[src/rtl/dpu_axi_apb_defs.sv]
// Shared definitions for the DPU AXI4-Lite to APB3 CSR bridge:
// response codes, bridge FSM encoding and the APB slave slot map.
package dpu_axi_apb_defs;

  localparam logic [1:0] RESP_OKAY   = 2'b00;
  localparam logic [1:0] RESP_SLVERR = 2'b10;
  localparam logic [1:0] RESP_DECERR = 2'b11;

  localparam int SLOT_CONFIG = 0;
  localparam int SLOT_CONV   = 1;
  localparam int SLOT_POOL   = 2;
  localparam int SLOT_LINEAR = 3;
  localparam int SLOT_MOVER  = 4;

  typedef enum logic [1:0] {
    ST_IDLE   = 2'd0,
    ST_SETUP  = 2'd1,
    ST_ACCESS = 2'd2,
    ST_RESP   = 2'd3
  } bridge_state_t;

  // Bit width able to hold n distinct values, never less than one bit.
  function automatic int width_of(input int n);
    return (n <= 1) ? 1 : $clog2(n);
  endfunction

endpackage

[src/rtl/dpu_apb_decoder.sv]
// Address decode for the bridge: picks the slave slot from the latched
// address and muxes that slot's PRDATA/PREADY/PSLVERR back to the FSM.
module dpu_apb_decoder
  import dpu_axi_apb_defs::*;
#(
  parameter int APB_WIDTH_AD = 32,
  parameter int APB_WIDTH_DA = 32,
  parameter int NUM_PSLV     = 5,
  parameter int PSLV_SHIFT   = 8,
  parameter int IDX_W        = width_of(NUM_PSLV)
) (
  input  logic [APB_WIDTH_AD-1:0]          addr,
  input  logic [NUM_PSLV*APB_WIDTH_DA-1:0] prdata_all,
  input  logic [NUM_PSLV-1:0]              pready_all,
  input  logic [NUM_PSLV-1:0]              pslverr_all,
  output logic                             hit,
  output logic [NUM_PSLV-1:0]              sel,
  output logic [APB_WIDTH_DA-1:0]          prdata,
  output logic                             pready,
  output logic                             pslverr
);

  logic [IDX_W-1:0] idx;
  logic             unused_addr;

  assign idx         = addr[PSLV_SHIFT +: IDX_W];
  assign unused_addr = ^addr;

  // Indices past the last slot fall through with everything zero (decode error).
  always_comb begin
    hit     = 1'b0;
    sel     = '0;
    prdata  = '0;
    pready  = 1'b0;
    pslverr = 1'b0;
    for (int i = 0; i < NUM_PSLV; i++) begin
      if (idx == IDX_W'(i)) begin
        hit     = 1'b1;
        sel[i]  = 1'b1;
        prdata  = prdata_all[i*APB_WIDTH_DA +: APB_WIDTH_DA];
        pready  = pready_all[i];
        pslverr = pslverr_all[i];
      end
    end
  end

endmodule

[src/rtl/dpu_axi_lite2apb.sv]
// AXI4-Lite slave to APB3 master bridge for the DPU CSR blocks; one
// transaction in flight, write/read arbitration alternates on contention.
//   state  | meaning
//   IDLE   | arbitrate AW+W vs AR, pulse READY, then launch on handshake
//   SETUP  | PSEL high, PENABLE low
//   ACCESS | PSEL and PENABLE high, wait for PREADY or timeout
//   RESP   | hold BVALID/RVALID until BREADY/RREADY
module dpu_axi_lite2apb
  import dpu_axi_apb_defs::*;
#(
  parameter int APB_WIDTH_AD = 32,
  parameter int APB_WIDTH_DA = 32,
  parameter int NUM_PSLV     = 5,
  parameter int PSLV_SHIFT   = 8,
  parameter int TIMEOUT      = 255
) (
  input  logic                             PCLK,
  input  logic                             PRESETn,
  input  logic [APB_WIDTH_AD-1:0]          AWADDR,
  input  logic                             AWVALID,
  output logic                             AWREADY,
  input  logic [APB_WIDTH_DA-1:0]          WDATA,
  input  logic [APB_WIDTH_DA/8-1:0]        WSTRB,
  input  logic                             WVALID,
  output logic                             WREADY,
  output logic [1:0]                       BRESP,
  output logic                             BVALID,
  input  logic                             BREADY,
  input  logic [APB_WIDTH_AD-1:0]          ARADDR,
  input  logic                             ARVALID,
  output logic                             ARREADY,
  output logic [APB_WIDTH_DA-1:0]          RDATA,
  output logic [1:0]                       RRESP,
  output logic                             RVALID,
  input  logic                             RREADY,
  output logic [NUM_PSLV-1:0]              PSEL,
  output logic                             PENABLE,
  output logic                             PWRITE,
  output logic [APB_WIDTH_AD-1:0]          PADDR,
  output logic [APB_WIDTH_DA-1:0]          PWDATA,
  input  logic [NUM_PSLV*APB_WIDTH_DA-1:0] PRDATA,
  input  logic [NUM_PSLV-1:0]              PREADY,
  input  logic [NUM_PSLV-1:0]              PSLVERR
);

  localparam int TO_W = width_of(TIMEOUT + 1);

  bridge_state_t           state_q, state_d;
  logic                    wr_rdy_q, wr_rdy_d;
  logic                    ar_rdy_q, ar_rdy_d;
  logic                    last_wr_q, last_wr_d;
  logic [APB_WIDTH_AD-1:0] paddr_q, paddr_d;
  logic [APB_WIDTH_DA-1:0] pwdata_q, pwdata_d;
  logic                    pwrite_q, pwrite_d;
  logic [NUM_PSLV-1:0]     psel_q, psel_d;
  logic                    penable_q, penable_d;
  logic                    bvalid_q, bvalid_d;
  logic                    rvalid_q, rvalid_d;
  logic [1:0]              resp_q, resp_d;
  logic [APB_WIDTH_DA-1:0] rdata_q, rdata_d;
  logic [TO_W-1:0]         wait_q, wait_d;

  logic                    dec_hit;
  logic [NUM_PSLV-1:0]     dec_sel;
  logic [APB_WIDTH_DA-1:0] dec_prdata;
  logic                    dec_pready;
  logic                    dec_pslverr;
  logic                    wr_elig, rd_elig;
  logic                    unused_wstrb;

  assign unused_wstrb = ^WSTRB;
  assign wr_elig      = AWVALID & WVALID;
  assign rd_elig      = ARVALID;

  dpu_apb_decoder #(
    .APB_WIDTH_AD (APB_WIDTH_AD),
    .APB_WIDTH_DA (APB_WIDTH_DA),
    .NUM_PSLV     (NUM_PSLV),
    .PSLV_SHIFT   (PSLV_SHIFT)
  ) u_decoder (
    .addr        (paddr_q),
    .prdata_all  (PRDATA),
    .pready_all  (PREADY),
    .pslverr_all (PSLVERR),
    .hit         (dec_hit),
    .sel         (dec_sel),
    .prdata      (dec_prdata),
    .pready      (dec_pready),
    .pslverr     (dec_pslverr)
  );

  always_comb begin
    state_d   = state_q;
    wr_rdy_d  = 1'b0;
    ar_rdy_d  = 1'b0;
    last_wr_d = last_wr_q;
    paddr_d   = paddr_q;
    pwdata_d  = pwdata_q;
    pwrite_d  = pwrite_q;
    psel_d    = psel_q;
    penable_d = penable_q;
    bvalid_d  = bvalid_q;
    rvalid_d  = rvalid_q;
    resp_d    = resp_q;
    rdata_d   = rdata_q;
    wait_d    = wait_q;
    case (state_q)
      ST_IDLE: begin
        // Address/data are latched at grant; AXI keeps them stable until the
        // handshake, so the READY cycle can already decode the held copy.
        if (wr_rdy_q || ar_rdy_q) begin
          if (dec_hit) begin
            state_d   = ST_SETUP;
            psel_d    = dec_sel;
            penable_d = 1'b0;
            wait_d    = '0;
          end else begin
            state_d  = ST_RESP;
            resp_d   = RESP_DECERR;
            bvalid_d = pwrite_q;
            rvalid_d = !pwrite_q;
            if (!pwrite_q) rdata_d = '0;
          end
        end else if (wr_elig && (!rd_elig || !last_wr_q)) begin
          wr_rdy_d  = 1'b1;
          last_wr_d = 1'b1;
          paddr_d   = AWADDR;
          pwdata_d  = WDATA;
          pwrite_d  = 1'b1;
        end else if (rd_elig) begin
          ar_rdy_d  = 1'b1;
          last_wr_d = 1'b0;
          paddr_d   = ARADDR;
          pwrite_d  = 1'b0;
        end
      end
      ST_SETUP: begin
        state_d   = ST_ACCESS;
        penable_d = 1'b1;
      end
      ST_ACCESS: begin
        if (dec_pready) begin
          state_d   = ST_RESP;
          psel_d    = '0;
          penable_d = 1'b0;
          resp_d    = dec_pslverr ? RESP_SLVERR : RESP_OKAY;
          bvalid_d  = pwrite_q;
          rvalid_d  = !pwrite_q;
          if (!pwrite_q) rdata_d = dec_prdata;
        end else if (TIMEOUT != 0 && wait_q == TO_W'(TIMEOUT - 1)) begin
          state_d   = ST_RESP;
          psel_d    = '0;
          penable_d = 1'b0;
          resp_d    = RESP_SLVERR;
          bvalid_d  = pwrite_q;
          rvalid_d  = !pwrite_q;
          if (!pwrite_q) rdata_d = '0;
        end else begin
          wait_d = wait_q + TO_W'(1);
        end
      end
      ST_RESP: begin
        if ((bvalid_q && BREADY) || (rvalid_q && RREADY)) begin
          state_d  = ST_IDLE;
          bvalid_d = 1'b0;
          rvalid_d = 1'b0;
        end
      end
      default: state_d = ST_IDLE;
    endcase
  end

  always_ff @(posedge PCLK or negedge PRESETn) begin
    if (!PRESETn) begin
      state_q   <= ST_IDLE;
      wr_rdy_q  <= 1'b0;
      ar_rdy_q  <= 1'b0;
      last_wr_q <= 1'b0;
      paddr_q   <= '0;
      pwdata_q  <= '0;
      pwrite_q  <= 1'b0;
      psel_q    <= '0;
      penable_q <= 1'b0;
      bvalid_q  <= 1'b0;
      rvalid_q  <= 1'b0;
      resp_q    <= RESP_OKAY;
      rdata_q   <= '0;
      wait_q    <= '0;
    end else begin
      state_q   <= state_d;
      wr_rdy_q  <= wr_rdy_d;
      ar_rdy_q  <= ar_rdy_d;
      last_wr_q <= last_wr_d;
      paddr_q   <= paddr_d;
      pwdata_q  <= pwdata_d;
      pwrite_q  <= pwrite_d;
      psel_q    <= psel_d;
      penable_q <= penable_d;
      bvalid_q  <= bvalid_d;
      rvalid_q  <= rvalid_d;
      resp_q    <= resp_d;
      rdata_q   <= rdata_d;
      wait_q    <= wait_d;
    end
  end

  assign AWREADY = wr_rdy_q;
  assign WREADY  = wr_rdy_q;
  assign ARREADY = ar_rdy_q;
  assign BVALID  = bvalid_q;
  assign BRESP   = resp_q;
  assign RVALID  = rvalid_q;
  assign RRESP   = resp_q;
  assign RDATA   = rdata_q;
  assign PSEL    = psel_q;
  assign PENABLE = penable_q;
  assign PWRITE  = pwrite_q;
  assign PADDR   = paddr_q;
  assign PWDATA  = pwdata_q;

endmodule

[config.mk]
export PLATFORM = sky130hd
export DESIGN_NAME = dpu_axi_lite2apb
export DESIGN_NICKNAME = d
export VERILOG_FILES = /design/src/rtl/dpu_axi_apb_defs.sv /design/src/rtl/dpu_apb_decoder.sv /design/src/rtl/dpu_axi_lite2apb.sv
export SDC_FILE = /design/constraint.sdc
export NUM_CORES = 1
export LEC_CHECK = 0
export CAP_MARGIN = 20
export CORE_AREA = 2 2 153 155
export CTS_CLUSTER_SIZE = 25
export DETAILED_ROUTE_END_ITERATION = 12
export DIE_AREA = 0 0 155 157
export PLACE_DENSITY_LB_ADDON = 0.15
export SYNTH_ARGS = -nofsm -noshare
export SYNTH_HDL_FRONTEND = slang
export SYNTH_SLANG_ARGS = --single-unit
[constraint.sdc]
create_clock -name PCLK -period 2.2 [get_ports PCLK]
set_input_delay 0.22 -clock PCLK [delete_from_list [all_inputs] [get_ports PCLK]]
set_output_delay 0.22 -clock PCLK [all_outputs]
set_load 0.03 [all_outputs]
**After elaboration in Yosys (flattened, before gate mapping)**

Cells that the tools add are included.

- $add $sub $neg: 1
- Bitwise logic cells: 2
- Mux-type cells: 80
- Equal/unequal tests: 16
- Reductions and logical operators: 23

Operators with widths:

| cell | number |
|---|---|
| 32-bit two-way mux | 13 |
| 32-bit case mux with 2 select lines | 1 |
| 1-bit two-way mux | 41 |
| 8-bit two-way mux | 4 |
| 2-bit two-way mux | 10 |
| 5-bit two-way mux | 4 |
| 8-bit case mux with 2 select lines | 1 |
| 5-bit AND reduction | 3 |
| 2-bit inequality test, second input constant | 6 |
| 4-bit AND reduction | 3 |
| 5-bit case mux with 2 select lines | 1 |
| 1-bit case mux with 3 select lines | 3 |
| 3-bit AND reduction | 3 |
| 8-bit by 1-bit adder with 8-bit output, second input constant | 1 |
| 8-bit == test, second input constant | 1 |
| 2-bit case mux with 4 select lines | 1 |
| 3-bit by 2-bit == test with 1-bit output, second input constant | 2 |
| 3-bit inequality test, second input constant | 2 |
| 3-bit nonzero test | 2 |
| 2-bit == test, second input constant | 2 |
| 2-bit case mux with 2 select lines | 1 |
| 2-bit nonzero test | 2 |
| 3-bit by 1-bit == test with 1-bit output, second input constant | 1 |
| 3-bit == test, second input constant | 1 |
| 8 further kinds | 13 |

- Logic and storage cells: 135
- Output and inout bits: 112
- Input bits: 277
- Bits in registers: 119

**Longest topological paths before layout**

- Depth in word-level cells: 9
- Gate-level depth with buffers: 9
- Gate-level depth less buffers: 7

**Hierarchy**

Synthesis repeated with hierarchy kept, for this count alone.

- Cell total of the unflattened synthesis: 635
- Area, all modules: 7050.5 um2

Modules (own cells, without submodules):

| module | instances | area an instance (um2) | cells an instance | seq. area each (um2) |
|---|---|---|---|---|
| dpu_axi_lite2apb | 1 | 5509.0 | 444 | 2977.9 |
| dpu_apb_decoder | 1 | 1541.5 | 191 | 0.0 |

**Worst setup path after synthesis**

Ideal clock, no wire load.

- Path type: register -> register
- From: reg paddr_q[8], in the netlist PADDR[8]
- To: reg rdata_q[23], in the netlist RDATA[23]
- Period minus slack after synthesis: 2156 ps
- Setup time: 132 ps
- Cell stages (with the launch flop): 8
- Data arrival time: 2025 ps
- Path slack: 44 ps
- Path buffers: 3
- Required time: 2068 ps
- Cells stage by stage: dfrtp_1 -> buf_2 -> buf_4 -> buf_2 -> mux4_2 -> nor2b_1 -> a21oi_1 -> o2bb2ai_1

- Cells in the longest elaborated chain, start to end: 9
- Elaborated cells between the ends (all ways): 27
- Those cells by class: eq/ne: 7; mux: 18; reduce/logical: 2

Ends and longest elaborated chain:

| what | line | source |
|---|---|---|
| start, declared | dpu_axi_lite2apb.sv:52 | `logic [APB_WIDTH_AD-1:0] paddr_q, paddr_d;` |
| start signal, assigned | dpu_axi_lite2apb.sv:194 | `paddr_q <= paddr_d;` |
| 3-bit zero test | dpu_apb_decoder.sv:37 | `if (idx == IDX_W'(i)) begin` |
| 32-bit two-way mux (5 in series) | dpu_apb_decoder.sv:37 |  |
| 32-bit two-way mux | dpu_axi_lite2apb.sv:149 | `if (!pwrite_q) rdata_d = dec_prdata;` |
| 32-bit two-way mux | dpu_axi_lite2apb.sv:142 | `if (dec_pready) begin` |
| 32-bit case mux with 2 select lines | dpu_axi_lite2apb.sv:107 | `case (state_q)` |
| end signal, assigned | dpu_axi_lite2apb.sv:202 | `rdata_q <= rdata_d;` |
| end, declared | dpu_axi_lite2apb.sv:60 | `logic [APB_WIDTH_DA-1:0] rdata_q, rdata_d;` |

Several ways; a longest one is shown, not always the timed one. The select of a mux whose other input is x is not followed.
A chain may end at the register's enable or synchronous reset.

**Final worst setup path**

- From: reg paddr_q[10], in the netlist PADDR[10]
- To: reg wait_q[6]

- Cells in the longest elaborated chain, start to end: 8
- Elaborated cells between the ends (all ways): 18
- Those cells by class: eq/ne: 6; mux: 10; reduce/logical: 2

Ends and longest elaborated chain:

| what | line | source |
|---|---|---|
| 3-bit zero test | dpu_apb_decoder.sv:37 |  |
| 1-bit two-way mux (5 in series) | dpu_apb_decoder.sv:37 |  |
| 2-bit inequality test (no line) | -- |  |
| 5-bit AND reduction (no line) * | -- |  |
| end signal, assigned | dpu_axi_lite2apb.sv:203 | `wait_q <= wait_d;` |
| end, declared | dpu_axi_lite2apb.sv:61 | `logic [TO_W-1:0] wait_q, wait_d;` |

Every way passes the cells marked *; elsewhere a longest branch is shown, timed or not.

==> metrics <==
pwr dens=1273 nW/um^2; CTS tree=built; CTS Root Cell=clkbuf_16; Tcrit/Tclk final=between 90% and 100%; Inserted Clock Buffers=17; skew final=0.008931 ns; Slew Viols, Final=0; # port buffers=384; Setup WS post-layout=around 0.16 ns; area delta synth->final=78.43%; Hold Path Class=input port to asynchronous set/reset pin; critical path arrival=2.34 ns; maximum root-to-sink buffer count=2; first-pass GRT wire length=around 37 mm; diodes inserted=0; post-DP HPWL=about 19 mm; status=finished, final reports clean; Yosys top cell area share=46.97%; First-pass DRT Iterations=4; Worst-path clk slew=~0.070 ns; Yosys top cell by area=dfrtp_1; Max stage delay on crit path=between 0.5 and 0.6 ns; core area=22,500 um^2; EDFF count, synth=0; CP Class=register to register; RSZ-0062 raised after global routing=false; fmax=just under 500 MHz; Avg WL per Cell=roughly 19 um; Area after DPL=roughly 11,000 um^2; WP data required=around 2.5 ns; Netlist Area Pre-Place=between 6000 and 7000 um^2; vias in the first global route=approximately 6,500; Synth Flop Type=dfrtp_1; H-tree depth=4; Routed WL=24.41 mm; Placement Setup Slack=0.03592 ns; Final #Nets=~1,300; CP max FO=10; Cells after Synth=a little over 600; slew margin rel.=between 50 and 60%; initial antenna violation count=0; Warnings, synthesis=0; maximum VDD drop=roughly 0.64 mV; sequential share of the synthesized area=between 40% and 50%; fin crit period=2.043 ns; max-cap viol count=0; fin area=approximately 11,000 um^2; worst slew pin tran=~0.60 ns; hold slack=between 0.2 and 0.3 ns; largest net degree at the start of global routing=66; Setup Buffers After CTS=0; io pins=approximately 390; static leakage=~4.8 nW; Synth area leaders=dfrtp_1 47%, mux4_2 12%, nand2_1 6.5%; crit-path cells=nand4b_1, o31ai_1, o32a_1, buf_4, o311a_1, a221o_1; #FFs+latches synth=around 120; setup tns final=0 ns; Starting DRT DRC Count=between 200 and 300; Final Hold Fails=0; setup slack, reg-to-reg=~0.16 ns; Tot GR Track Use=between 10% and 20%; Initial Util=roughly 28%; layout cell share with drive strength beyond 1=about a tenth; die height=157 um; CP Launch Type=register; grt ovf=0; endpoint class of the critical path=register; clock sinks=about 120; clk_lat worst skew=approximately 0.43 ns; die area=between 20,000 and 25,000 um^2; Net Count, Synth=896; asr flop ratio synth=100.0%; cell row count=55; mean post-synth cell area=approximately 10 um^2; final setup fails=0; average vias per placed instance=about 4.8; Final GP Congestion=roughly 0.78; via count=about 6,200; slowest cell on the critical path=dfrtp_1; DRC viols=0; Die Span X=~160 um; Netlist cell types=49; Routed Antenna Nets=0
-- report_power, final --
part           total (mW)  internal (mW)  switching [mW]
sequential           3.61           3.02           0.590
combinational        7.77           3.57            4.20
clock                3.02           1.83            1.19
-- what timing repair did --
| item | 4_1_cts | 5_1_grt |
|---|---|---|
| cloned | 0 | 0 |
| hold buffers | 1 | 0 |
| endpoints found under the setup margin | 1 | 67 |
| gates resized for setup | 1 | 3 |
| endpoints found under the hold margin | 34 | 0 |
-- synthesized netlist by cell type (all sizes together) (2+ instances only) --
master	number
a221o	2
mux2	4
o211ai	3
nand2	109
o2bb2ai	34
nor3	9
a21oi	71
ha	6
inv	8
nand3	8
buf	28
nor2	43
o21ai	8
dfrtp	119
clkbuf	19
nor2b	36
nand2b	4
nand4	6
mux4	33
a22o	2
mux2i	32
and3	2
or4	3
a21o	2
nor4bb	2
-- flip-flops by register name (all words and copies together) (netlist names) --
register / cells
ARREADY: 1
AWREADY: 1
BRESP: 2
BVALID: 1
PADDR: 32
PENABLE: 1
PSEL: 5
PWDATA: 32
PWRITE: 1
RDATA: 32
RVALID: 1
state_q: 2
wait_q: 8
-- critical path: cells and delay by family (launching register included) --
family	cells	cell delay, ns
AND/OR/NAND/NOR	1	0.19
AO/OA/AOI/OAI	4	1.00
flip-flops	1	0.55
buffers and inverters	1	0.17
-- layout make-up --
type	count	area [um^2]
Fill cell	2099	11190
Timing Repair Buffer	413	4170
Multi-Input combinational cell	439	3147
Sequential cell	119	2980
Clock buffer	17	425.4
Tap cell	285	356.6
Clock inverter	15	202.7
Inverter	8	30.03
-- logic make-up (layout without fill, tap and decap cells) --
group                      Yosys count  count (layout)  share of synthesized area, %
and+or+nand+nor                    228             228                         16.52
DFF                                119             119                         46.97
AOI/OAI and AO/OA                  136             136                         13.95
muxes                               69              69                         17.49
buffers and inverters               55             453                         3.888
adders and majority gates            6               6                         1.184
-- cells in the final DEF (no fill, tap or decap), drive strengths merged, types with 17 or more instances in the layout --
| master | n |
|---|---|
| a21oi | 71 |
| buf | 30 |
| inv | 18 |
| clkdlybuf4s50 | 381 |
| nor2b | 36 |
| mux2i | 32 |
| dfrtp | 119 |
| nand2 | 109 |
| nor2 | 43 |
| o2bb2ai | 34 |
| mux4 | 33 |
| clkbuf | 17 |
-- final timing paths --
kind | cells past startpoint | end | from
worst min-delay path | 2 | PWDATA[17] | PRESETn
worst min register to register | 2 | PWDATA[18] | PWDATA[18]
max in group asynchronous | 3 | PADDR[9] | PRESETn
worst max-delay path | 6 | wait_q[6] | PADDR[10]
worst max register to register | 6 | wait_q[6] | PADDR[10]
min in group PCLK | 3 | PWDATA[16] | WDATA[16]
-- stage by stage --
stage | total power [mW] | instances | util [%]
floorplan | 8.172 | 613 | -
global placement | 11.45 | 1263 | 47.37
detailed placement | 11.46 | 1263 | 47.37
CTS | 14.58 | 1296 | 50.20
global route | 15.35 | 1296 | 50.27
finish | 14.40 | 1296 | 50.27
-- metal layers --
| layer | track usage [%] | vias to the layer above | part of all wire, % |
|---|---|---|---|
| met4 | 6.173 | 0 | 1.5 |
| met2 | 35.20 | 258 | 50 |
| met1 | 21.96 | 2897 | 39 |
| met3 | 7.599 | 26 | 10 |
| met5 | 0 | - | 0 |
| li1 | - | 2977 | - |
No activity file was read; power rests on OpenSTA's default activity.
